$ cat src/rtl/ram_pkg.sv
// Shared types and helpers for the parametrised scratch RAM.
package ram_pkg;

    typedef enum logic {
        CLEAR = 1'b0,
        READY = 1'b1
    } ram_state_t;

    // Address width for a power-of-two depth of at least two words.
    function automatic int addr_w(input int depth);
        return $clog2(depth);
    endfunction

endpackage

$ cat src/rtl/ram_core.sv
// Plain storage array: one synchronous write port, one read-first registered read port.
module ram_core #(
    parameter int WIDTH  = 16,
    parameter int DEPTH  = 16,
    parameter int ADDR_W = 4
) (
    input  logic              clk,
    input  logic              we,
    input  logic [ADDR_W-1:0] waddr,
    input  logic [WIDTH-1:0]  wdata,
    input  logic [ADDR_W-1:0] raddr,
    input  logic              rd_zero,
    output logic [WIDTH-1:0]  rdata
);

    logic [WIDTH-1:0] mem [DEPTH];

    // Non-blocking update means a same-edge read sees the old word.
    always_ff @(posedge clk) begin
        if (we) begin
            mem[waddr] <= wdata;
        end
        if (rd_zero) begin
            rdata <= '0;
        end else begin
            rdata <= mem[raddr];
        end
    end

endmodule

$ cat src/rtl/ram_n.sv
// Single-port RAM with registered read and a zeroing sweep after reset or on clear.
module ram_n
    import ram_pkg::*;
#(
    parameter  int WIDTH  = 16,
    parameter  int DEPTH  = 16,
    localparam int ADDR_W = addr_w(DEPTH)
) (
    input  logic              clk,
    input  logic              reset,
    input  logic              clear,
    input  logic              write,
    input  logic [ADDR_W-1:0] addr,
    input  logic [WIDTH-1:0]  in,
    output logic [WIDTH-1:0]  out,
    output logic              ready
);

    localparam logic [ADDR_W-1:0] LAST = ADDR_W'(DEPTH - 1);

    ram_state_t        state;
    logic [ADDR_W-1:0] cnt;

    logic              mem_we;
    logic [ADDR_W-1:0] mem_waddr;
    logic [WIDTH-1:0]  mem_wdata;
    logic              rd_zero;

    // Handshake: while ready is low every write/addr/in/clear is ignored and out
    // holds zero; while ready is high each edge performs one read and optional write.
    always_ff @(posedge clk) begin
        if (reset) begin
            state <= CLEAR;
            cnt   <= '0;
            ready <= 1'b0;
        end else begin
            case (state)
                CLEAR: begin
                    if (cnt == LAST) begin
                        state <= READY;
                        ready <= 1'b1;
                        cnt   <= '0;
                    end else begin
                        cnt <= cnt + 1'b1;
                    end
                end
                READY: begin
                    if (clear) begin
                        state <= CLEAR;
                        cnt   <= '0;
                        ready <= 1'b0;
                    end
                end
                default: begin
                    state <= CLEAR;
                    cnt   <= '0;
                    ready <= 1'b0;
                end
            endcase
        end
    end

    always_comb begin
        mem_we    = 1'b0;
        mem_waddr = addr;
        mem_wdata = in;
        rd_zero   = 1'b1;
        if (!reset) begin
            if (state == CLEAR) begin
                mem_we    = 1'b1;
                mem_waddr = cnt;
                mem_wdata = '0;
            end else begin
                mem_we  = write && !clear;
                rd_zero = clear;
            end
        end
    end

    ram_core #(
        .WIDTH  (WIDTH),
        .DEPTH  (DEPTH),
        .ADDR_W (ADDR_W)
    ) u_core (
        .clk     (clk),
        .we      (mem_we),
        .waddr   (mem_waddr),
        .wdata   (mem_wdata),
        .raddr   (addr),
        .rd_zero (rd_zero),
        .rdata   (out)
    );

endmodule

$ cat config.mk
export PLATFORM = sky130hd
export DESIGN_NAME = ram_n
export DESIGN_NICKNAME = d
export VERILOG_FILES = /design/src/rtl/ram_pkg.sv /design/src/rtl/ram_core.sv /design/src/rtl/ram_n.sv
export SDC_FILE = /design/constraint.sdc
export NUM_CORES = 1
export LEC_CHECK = 0
export CAP_MARGIN = 0
export CORE_MARGIN = 5
export CORE_UTILIZATION = 60
export DETAILED_ROUTE_END_ITERATION = 10
export DONT_BUFFER_PORTS = 1
export GPL_ROUTABILITY_DRIVEN = 0
export PLACE_DENSITY = 0.76
export SYNTH_ARGS = -nofsm -noshare
export SYNTH_HDL_FRONTEND = slang
export SYNTH_SLANG_ARGS = --single-unit
$ cat constraint.sdc
create_clock -name clk -period 7.1 [get_ports clk]
set_input_delay 1.42 -clock clk [delete_from_list [all_inputs] [get_ports clk]]
set_output_delay 1.42 -clock clk [all_outputs]
set_load 0.02 [all_outputs]
==> metrics.csv, run 1 <==
stage,metric,value,unit
yosys,average size of a mapped cell,20.0,sq um
worst_setup_path,Slowest cell on crit path,nor2_2,
global_routing,GR met3 Demand/Resource,0.0666,
routing,Antenna Nets Post-Route,0,
yosys,post-synth top area share,0.719,
sta,total negative setup slack,0,ns
routing,via/cell ratio,6.47,
sta,Tcrit/Tclk final,0.493,
flow_run,max_cap viols,0,
final_layout,area grow syn2layout,11.5,%
floorplan,Die W,143,um
global_routing,met1 track demand over resource,0.304,
routing,DRC violations left,0,
sta,relative slew slack,0.142,
final_layout,share of layout cells above drive strength 1,0.225,
sta,Post-Route Skew,0.0219,ns
clock_tree,post_cts resized,0,
yosys,synthesized area,10700,sq um
sta,Fin. Hold Viols,0,
worst_setup_path,buffers and inverters on the worst path,0,
clock_tree,H-tree lvl count,1,
final_layout,Fillers,1044,
placed_design,DP Wirelength,12800,um
yosys,Post-Syn Nets,559,
floorplan,row count,48,
yosys,synth cell count leaders,"256 x edfxtp_1, 48 x mux4_2, 27 x nand2_1, 24 x a22oi_1, 22 x dfxtp_1",
clock_tree,Setup Buffers After CTS,0,
worst_setup_path,WS Path Type,in -> reg,
sta,Max Clk Rate,285,MHz
sta,min Tclk post-route,3.50,ns
floorplan,CORE AREA,17400,sq um
worst_setup_path,"Critical Path, Cell by Cell",nor2_2 -> a31oi_1 -> nor2_2,
final_layout,final net count,576,
global_routing,largest net degree at the start of global routing,77,
global_routing,vias in the first global route,5427,
global_routing,met2 Resource Use GR,0.349,
yosys,top-count cell post-synth,edfxtp_1,
placed_design,PortBufs,0,
floorplan,Initial Util,0.616,
worst_setup_path,Max stage delay on crit path,0.91,ns
global_routing,grt peak-use layer,met2,
worst_setup_path,Worst Path Required,7.26,ns
sta,RSZ-0062 raised after global routing,false,
clock_tree,Worst-Skew Late Latency,0.54,ns
clock_tree,clock sink count,278,
clock_tree,Root Driver,clkbuf_16,
clock_tree,CTS Hold Buffers Added,0,
yosys,number of synthesized flops with an enable pin,256,
min_path,hold depth,2,
routing,Vias,5166,
power,PwrDens,289,nW/um^2
power,VDD IR max,226,uV
clock_tree,CTS tree,built,
yosys,synth top area cells,"edfxtp_1 72%, mux4_2 10%, dfxtp_1 4.1%",
worst_setup_path,most frequent CP cell,nor2_2,
yosys,Synth area leader,edfxtp_1,
yosys,"Seq/Total Area, Yosys",0.761,
worst_setup_path,critical path arrival,3.67,ns
worst_setup_path,Crit path max-delay family,simple AND/OR/NAND/NOR gates,
sta,Final Max Tran Viols,0,
yosys,Post-Synthesis Cells,534,
routing,drt first-iter violations,423,
sta,count of final setup violators,0,
run_status,outcome,"finished, final reports clean",
clock_tree,Clock Path Buffers,3,
worst_setup_path,critical path endpoint category,flip-flop,
worst_setup_path,CP Depth,3,
worst_setup_path,Startpoint Class,primary input,
global_routing,global route overflow,0,
yosys,Post-synth ARST share,0,
clock_tree,CTS buffer count,28,
global_routing,first-pass GRT wire length,32900,um
yosys,Synth Flop Type,edfxtp_1,
global_routing,initial antenna violation count,0,
floorplan,IO Pins,41,
worst_setup_path,worst reg2reg path depth,3,
clock_tree,clk slew on worst S/H paths,0.06,ns
global_routing,GRT Resource Usage Total,0.218,
final_layout,Antenna Cells,0,
routing,wire length per cell,27.1,um
floorplan,die area,20600,sq um
power,Pleak,3.89,nW
yosys,count of cell types in the netlist,36,
floorplan,die height,143,um
routing,DRT Wirelength,21700,um
power,Total Power,3.45,mW
routing,drt pass-1 iters,4,
yosys,Synth Warn #,0,
min_path,HP Class,reg -> reg,
worst_setup_path,critical-path maximum fanout,28,
yosys,Synth Register Bits,278,
sta,Slew @ Worst Pin,1.28,ns
[logic make-up (layout without fill, tap and decap cells)]
logic type / count (synthesis) / in the layout / synth area share
AOI/OAI and AO/OA: 53 / 53 / 0.0341
and+or+nand+nor: 87 / 87 / 0.0424
muxes: 82 / 82 / 0.144
buffers and inverters: 33 / 72 / 0.0173
DFF: 278 / 278 / 0.761
adders and majority gates: 1 / 1 / 0.00117
[final cells by class]
class                           instances  area (sq um)  area share
Tap cell                              225           282      0.0236
Inverter                                5          18.8     0.00158
Timing Repair Buffer                   15           113     0.00945
Clock inverter                         15           200      0.0168
Multi-Input combinational cell        223          2390       0.200
Clock buffer                           37           785      0.0658
Sequential cell                       278          8130       0.682
[registers in the layout (all words and copies together) (netlist names)]
name,flops
cnt,4
ready,1
state,1
u_core.mem,256
u_core.rdata,16
[report_power, final]
group | switching, mW | internal (mW) | total, mW | leakage (nW)
combinational | 0.0585 | 0.0485 | 0.107 | 0.894
clock | 0.600 | 0.926 | 1.53 | 0.474
sequential | 0.00751 | 1.81 | 1.81 | 2.52
[metrics by stage]
step	setup WS, ns	utilization	instances	instance area (sq um)	hold WS (ns)
after floorplan	3.69	-	534	10700	0.530
after global placement	2.86	0.629	746	10900	0.545
after detailed placement	2.76	0.629	746	10900	0.561
after CTS	3.31	0.686	798	11900	0.570
after global routing	3.43	0.686	798	11900	0.601
final	3.60	0.686	798	11900	0.575
[final timing paths]
check | from | to | slack (ns)
setup / recovery | reset | u_core.mem[2][6] | 3.60
hold / removal | ready | ready | 0.57
hold reg to reg | ready | ready | 0.57
setup reg to reg | state | u_core.mem[2][6] | 3.93
[cell usage in the layout (no fill, tap or decap), types with 2 or more instances in the layout]
cell        Yosys  routed
bufinv_16       0       4
mux2i_1        20      20
nand4b_1        2       2
dfxtp_1        22      22
nor3_1          3       3
nor2_2          1       7
nor2b_1        18      18
nand2_1        27      27
nor2_1         21      15
mux4_2         48      48
clkbuf_16       0      28
buf_4           6      15
mux2_2          7       7
a31oi_1         4       4
clkbuf_8        0       5
mux4_1          7       7
clkinv_2        0       5
clkinvlp_4      0       4
nor3b_1         2       2
edfxtp_1      256     256
a21oi_1         8       8
o21ai_0         5       5
o211ai_1        9       9
nor2_4          2       2
inv_1           5       5
a22oi_1        24      24
nand2b_1        6       6
clkbuf_1        5       4
[worst register-to-register path: cells and delay by family (launching register included)]
kind / cells / cell delay (ns)
AND/OR/NAND/NOR: 2 / 1.90
flip-flops: 1 / 0.46
AO/OA/AOI/OAI: 1 / 0.45
[per-layer routing]
layer,routed length (um),share of wire,vias to the layer above
li1,-,-,2208
met1,8710,0.40,2685
met2,10600,0.49,227
met3,1900,0.088,46
met4,459,0.021,0
met5,0,0,-
Note: power is estimated with default switching activity, not from simulation.
==> inputs of run 2 (changes only) <==
clock period = 3.4 ns   (was 7.1 ns; I/O delays follow)
==> metrics.csv, run 2 (same netlist as run 1, synthesis figures left out) <==
stage,metric,value,unit,change
clock_tree,Setup Buffers After CTS,0,,unchanged
worst_setup_path,CP startpoint,state,,was reset
final_layout,share of layout cells above drive strength 1,0.232,,was 0.225
clock_tree,Worst-Skew Late Latency,0.53,ns,was 0.54 ns
final_layout,register area,8130,sq um,unchanged
global_routing,vias in the first global route,5284,,was 5427
power,Psw,1.35,mW,was 0.666 mW
placed_design,Cells after DPL,760,,was 746
placed_design,PortBufs,0,,unchanged
worst_setup_path,Startpoint Class,flip-flop,,was primary input
clock_tree,clock sink count,278,,unchanged
floorplan,Initial Util,0.616,,unchanged
sta,relative slew slack,0.145,,was 0.142
final_layout,Fillers,1034,,was 1044
clock_tree,H-tree lvl count,1,,unchanged
clock_tree,Root Driver,clkbuf_16,,unchanged
global_routing,largest net degree at the start of global routing,77,,unchanged
clock_tree,clk slew on worst S/H paths,0.07,ns,was 0.06 ns
routing,drt pass-1 iters,5,,was 4
power,Pleak,3.96,nW,was 3.89 nW
final_layout,Antenna Cells,0,,unchanged
min_path,Hold Crit Start,reset,,was ready
final_layout,Reg with most FFs,u_core.mem,,unchanged
final_layout,max reg flops,256,,unchanged
final_layout,Top Registers,"u_core.mem x256, u_core.rdata x16, cnt x4",,unchanged
worst_setup_path,critical path arrival,2.99,ns,was 3.67 ns
worst_setup_path,Worst Path Required,3.62,ns,was 7.26 ns
routing,drt first-iter violations,600,,was 423
placed_design,DP Wirelength,12800,um,about the same
sta,Fin. Hold Viols,0,,unchanged
sta,Max Clk Rate,361,MHz,
floorplan,die area,20600,sq um,unchanged
sta,Final Max Tran Viols,0,,unchanged
sta,Post-Route Skew,0.0101,ns,was 0.0219 ns
power,PwrDens,596,nW/um^2,was 289 nW/um^2
power,Int Pwr,5.79,mW,was 2.78 mW
worst_setup_path,critical path endpoint category,flip-flop,,unchanged
floorplan,die height,143,um,unchanged
sta,final worst setup slack,0.631,ns,was 3.60 ns
power,VDD IR max,428,uV,was 226 uV
global_routing,initial antenna violation count,0,,unchanged
sta,Slew @ Worst Pin,1.28,ns,about the same
clock_tree,CTS Hold Buffers Added,0,,unchanged
sta,count of final setup violators,0,,unchanged
clock_tree,CTS tree,built,,unchanged
power,Comb power frac,0.033,,was 0.031
sta,total negative setup slack,0,ns,unchanged
floorplan,row count,48,,unchanged
clock_tree,CTS buffer count,28,,unchanged
final_layout,area grow syn2layout,12.2,%,was 11.5%
final_layout,final net count,590,,was 576
placed_design,Post-Place Setup Slack,0.608,ns,was 2.76 ns
final_layout,area of the multi-input gates,2380,sq um,was 2390 sq um
routing,DRT Wirelength,21400,um,was 21700 um
worst_setup_path,critical-path maximum fanout,17,,was 28
final_layout,final non-filler cell total,812,,was 798
routing,DRC violations left,0,,unchanged
worst_setup_path,Reg-to-Reg Start,state,,unchanged
power,Switching Share,0.189,,was 0.193
sta,min Tclk post-route,2.77,ns,
worst_setup_path,WS Path Type,reg -> reg,,was in -> reg
sta,RSZ-0062 raised after global routing,false,,unchanged
final_layout,highest-count cells in the layout ignoring fill and taps,"256 x edfxtp_1, 48 x mux4_2, 29 x clkbuf_16, 29 x buf_4, 27 x nand2_1",,"was 256 x edfxtp_1, 48 x mux4_2, 28 x clkbuf_16"
run_status,outcome,"finished, final reports clean",,unchanged
floorplan,Die W,143,um,unchanged
global_routing,first-pass GRT wire length,32500,um,was 32900 um
final_layout,"most common cell after layout, fill and taps aside",edfxtp_1,,unchanged
routing,wire length per cell,26.4,um,was 27.1 um
floorplan,CORE AREA,17400,sq um,unchanged
floorplan,IO Pins,41,,unchanged
clock_tree,post_cts resized,0,,unchanged
min_path,HP Class,in -> reg,,was reg -> reg
routing,Vias,5336,,was 5166
flow_run,max_cap viols,0,,unchanged
global_routing,GRT Resource Usage Total,0.214,,was 0.218
power,Flop pwr share,0.530,,was 0.526
routing,via/cell ratio,6.57,,was 6.47
clock_tree,Clock Path Buffers,3,,unchanged
power,Clk pwr share,0.437,,was 0.443
sta,Tcrit/Tclk final,0.814,,
routing,Antenna Nets Post-Route,0,,unchanged
global_routing,global route overflow,0,,unchanged
==> run 2: layout make-up <==
cell class / count / share of cell area
Clock buffer: 36 / 0.0652
Timing Repair Buffer: 29 / 0.0182
Multi-Input combinational cell: 223 / 0.199
Inverter: 5 / 0.00157
Sequential cell: 278 / 0.678
Tap cell: 225 / 0.0235
Clock inverter: 16 / 0.0147
==> run 2: path summary, 6_finish.rpt <==
kind	end	slack, ns	cells past startpoint
worst max register to register	u_core.mem[14][2]	0.63	5
worst min-delay path	ready	0.21	1
worst min register to register	ready	0.55	2
worst max-delay path	u_core.mem[14][2]	0.63	5
==> run 2: power by group through the flow <==
stage                     sequential (mW)  clock [mW]  combinational, mW
after CTS                            3.78        3.16              0.234
final                                3.78        3.12              0.236
after detailed placement             3.85           0              0.232
after global placement               3.85           0              0.224
after floorplan                      3.85           0              0.202
after global routing                 3.78        3.33              0.251
==> run 2: critical path, stage by stage (launching register included) <==
cell and delay (ns):
dfxtp_1 0.46, nor2_2 0.45, buf_4 0.27, a31oi_1 0.20, nor2_1 0.74, buf_4 0.33
==> run 2: per-layer routing <==
layer	GRT usage	routed length (um)
met4	0.0451	496
met3	0.0456	1860
met2	0.335	10200
met1	0.321	8890
met5	0	0
==> run 2: stage by stage <==
step           hold slack (ns)  instance area [sq um]  total power [mW]   util
2_1_floorplan            0.530                  10700              4.05      -
5_1_grt                  0.203                  12000              7.37  0.691
3_5_place_dp             0.545                  11000              4.09  0.635
4_1_cts                  0.199                  12000              7.18  0.691
3_3_place_gp             0.548                  11000              4.08  0.635
6_report                 0.214                  12000              7.14  0.691
==> inputs of run 3 (changes only) <==
CORE_UTILIZATION = 57   (was 60)
PLACE_DENSITY = 0.75   (was 0.76)
clock period = 2.4 ns   (was 3.4 ns; I/O delays follow)
==> metrics.csv, run 3 (same netlist as run 1, synthesis figures left out) <==
stage,metric,value,unit,change
global_routing,largest net degree at the start of global routing,77,,unchanged
sta,Tcrit/Tclk final,0.993,,was 0.814
final_layout,final non-filler cell total,822,,was 812
floorplan,die height,147,um,was 143 um
sta,relative slew slack,0.233,,was 0.145
global_routing,GR met3 Demand/Resource,0.0364,,was 0.0456
placed_design,DP Wirelength,12300,um,was 12800 um
final_layout,highest-count cells in the layout ignoring fill and taps,"256 x edfxtp_1, 48 x mux4_2, 30 x buf_4",,"was 256 x edfxtp_1, 48 x mux4_2, 29 x clkbuf_16, 29 x buf_4, 27 x nand2_1"
worst_setup_path,Reg-to-Reg Start,state,,unchanged
routing,Vias,5180,,was 5336
power,Int Pwr,7.72,mW,was 5.79 mW
clock_tree,Clock Path Buffers,3,,unchanged
clock_tree,Worst-Skew Late Latency,0.52,ns,was 0.53 ns
final_layout,Post-Layout Inst Area,11900,sq um,was 12000 sq um
worst_setup_path,critical path endpoint category,flip-flop,,unchanged
worst_setup_path,FF-to-FF End,u_core.mem[7][15],,was u_core.mem[14][2]
routing,drt first-iter violations,515,,was 600
worst_setup_path,buffers and inverters on the worst path,2,,unchanged
floorplan,CORE AREA,18600,sq um,was 17400 sq um
min_path,Min-Delay Endpoint,cnt[0],,was ready
power,VDD IR max,473,uV,was 428 uV
sta,Post-Route Skew,0.0132,ns,was 0.0101 ns
sta,Fin. Hold Viols,0,,unchanged
power,PwrDens,804,nW/um^2,was 596 nW/um^2
power,Total Power,9.55,mW,was 7.14 mW
placed_design,Cells after DPL,770,,was 760
worst_setup_path,R2R setup slack,0.02,ns,was 0.63 ns
placed_design,post-place instance area,11100,sq um,was 11000 sq um
worst_setup_path,"Critical Path, Cell by Cell",nor2_2 -> buf_4 -> nor3_1 -> o21ai_0 -> buf_4 -> nor2_2,,was nor2_2 -> buf_4 -> a31oi_1 -> nor2_1 -> buf_4
flow_run,max_cap viols,0,,unchanged
clock_tree,H-tree lvl count,1,,unchanged
floorplan,die area,21600,sq um,was 20600 sq um
worst_setup_path,critical path arrival,2.51,ns,was 2.99 ns
global_routing,met2 Resource Use GR,0.315,,was 0.335
final_layout,max reg flops,256,,unchanged
clock_tree,Root Driver,clkbuf_16,,unchanged
worst_setup_path,critical-path maximum fanout,16,,was 17
clock_tree,Setup Buffers After CTS,0,,unchanged
power,Flop pwr share,0.561,,was 0.530
final_layout,Top Registers,"u_core.mem x256, u_core.rdata x16, cnt x4",,unchanged
power,Pleak,3.88,nW,was 3.96 nW
clock_tree,CTS tree,built,,unchanged
sta,Slew @ Worst Pin,1.15,ns,was 1.28 ns
worst_setup_path,Worst Path Required,2.53,ns,was 3.62 ns
routing,DRC violations left,0,,unchanged
final_layout,share of layout cells above drive strength 1,0.234,,was 0.232
routing,drt pass-1 iters,5,,unchanged
global_routing,first-pass GRT wire length,32600,um,was 32500 um
global_routing,met1 track demand over resource,0.295,,was 0.321
routing,via/cell ratio,6.30,,was 6.57
final_layout,final net count,590,,unchanged
routing,wire length per cell,25.7,um,was 26.4 um
clock_tree,CTS buffer count,27,,was 28
worst_setup_path,Max stage delay on crit path,0.75,ns,was 0.74 ns
power,Switching Share,0.192,,was 0.189
worst_setup_path,Slowest cell on crit path,nor2_2,,was nor2_1
global_routing,vias in the first global route,5329,,was 5284
final_layout,Reg with most FFs,u_core.mem,,unchanged
floorplan,IO Pins,41,,unchanged
sta,Max Clk Rate,420,MHz,was 361 MHz
clock_tree,CTS Hold Buffers Added,0,,unchanged
global_routing,initial antenna violation count,1,,was 0
min_path,HP Class,in -> reg,,unchanged
routing,Antenna Nets Post-Route,0,,unchanged
routing,DRT Wirelength,21200,um,was 21400 um
clock_tree,clock sink count,278,,unchanged
sta,count of final setup violators,0,,unchanged
placed_design,PortBufs,0,,unchanged
global_routing,GRT Resource Usage Total,0.199,,was 0.214
clock_tree,clk slew on worst S/H paths,0.06,ns,was 0.07 ns
power,Psw,1.84,mW,was 1.35 mW
worst_setup_path,WS Path Type,reg -> reg,,unchanged
final_layout,"most common cell after layout, fill and taps aside",edfxtp_1,,unchanged
floorplan,Initial Util,0.575,,was 0.616
floorplan,Die W,147,um,was 143 um
power,Comb power frac,0.034,,was 0.033
power,Clk pwr share,0.405,,was 0.437
min_path,Hold Crit Start,reset,,unchanged
sta,RSZ-0062 raised after global routing,true,,was false
final_layout,Final Util,0.640,,was 0.691
global_routing,global route overflow,0,,unchanged
worst_setup_path,worst reg2reg path depth,6,,was 5
sta,Final Max Tran Viols,0,,unchanged
sta,min Tclk post-route,2.38,ns,was 2.77 ns
global_routing,grt peak-use layer,met2,,unchanged
worst_setup_path,Crit path max-delay family,simple AND/OR/NAND/NOR gates,,unchanged
floorplan,row count,50,,was 48
min_path,hold depth,1,,unchanged
sta,hold_ws,0.0254,ns,was 0.214 ns
final_layout,area grow syn2layout,11.3,%,was 12.2%
worst_setup_path,Startpoint Class,flip-flop,,unchanged
run_status,outcome,"finished, final reports clean",,unchanged
[run 3: cell types whose count changed in the layout (fill, tap and decap cells not counted), moves of 2 or more]
cell,before,now
clkinv_2,6,0
clkbuf_1,4,17
clkbuf_16,29,27
diode_2,0,2
bufinv_16,4,0
clkinv_1,5,0
nor2_1,17,7
nor2_2,5,15
[run 3: stage by stage]
step	TNS (ns)	setup WS, ns
detailed placement	-2.80	-0.101
floorplan	-8.49	-0.0728
finish	0	0.0166
CTS	0	0.0195
global placement	0	0.0577
global route	-3.12	-0.0895
[run 3: layout make-up]
type	count	area [sq um]
fill	1173	6690
timing repair buffer	30	225
sequential	278	8130
inverter	5	18.8
clock buffer	48	795
tap	234	293
multi-input combinational	223	2410
clock inverter	2	16.3
antenna	2	5.00
[run 3: layer usage]
metal  wire (um)  up-vias
li1            -     2238
met1        8760     2687
met2       10500      231
met3        1650       24
met4         268        0
met5           0        -
[run 3: power groups by stage]
stage	logic [mW]	registers, mW	clock network [mW]
final	0.326	5.36	3.87
after global routing	0.347	5.36	4.18
after CTS	0.325	5.36	3.92
after detailed placement	0.322	5.46	0
after global placement	0.307	5.46	0
after floorplan	0.288	5.45	0
[run 3: worst max path at each step]
stage               cells past startpoint  slack, ns           endpoint  startpoint
finish                                  6       0.02  u_core.mem[7][15]       state
global placement                        6       0.06   u_core.mem[6][9]       reset
CTS                                     6       0.02  u_core.mem[6][15]       state
floorplan                               7      -0.07   u_core.mem[3][0]     addr[0]
global route                            6      -0.09  u_core.mem[6][15]       state
detailed placement                      6      -0.10   u_core.mem[6][9]       reset
[run 3: repair_timing]
| item | 4_1_cts | 5_1_grt |
|---|---|---|
| resized for setup | 0 | 0 |
| hold endpoints to repair | 0 | 0 |
| endpoints found under the setup margin | 0 | 48 |
[run 3: worst register-to-register path, delay by kind of cell (launching register included)]
| kind | cells | cell delay (ns) |
|---|---|---|
| buffers and inverters | 2 | 0.43 |
| DFF | 1 | 0.35 |
| and+or+nand+nor | 3 | 0.99 |
| AOI/OAI and AO/OA | 1 | 0.23 |
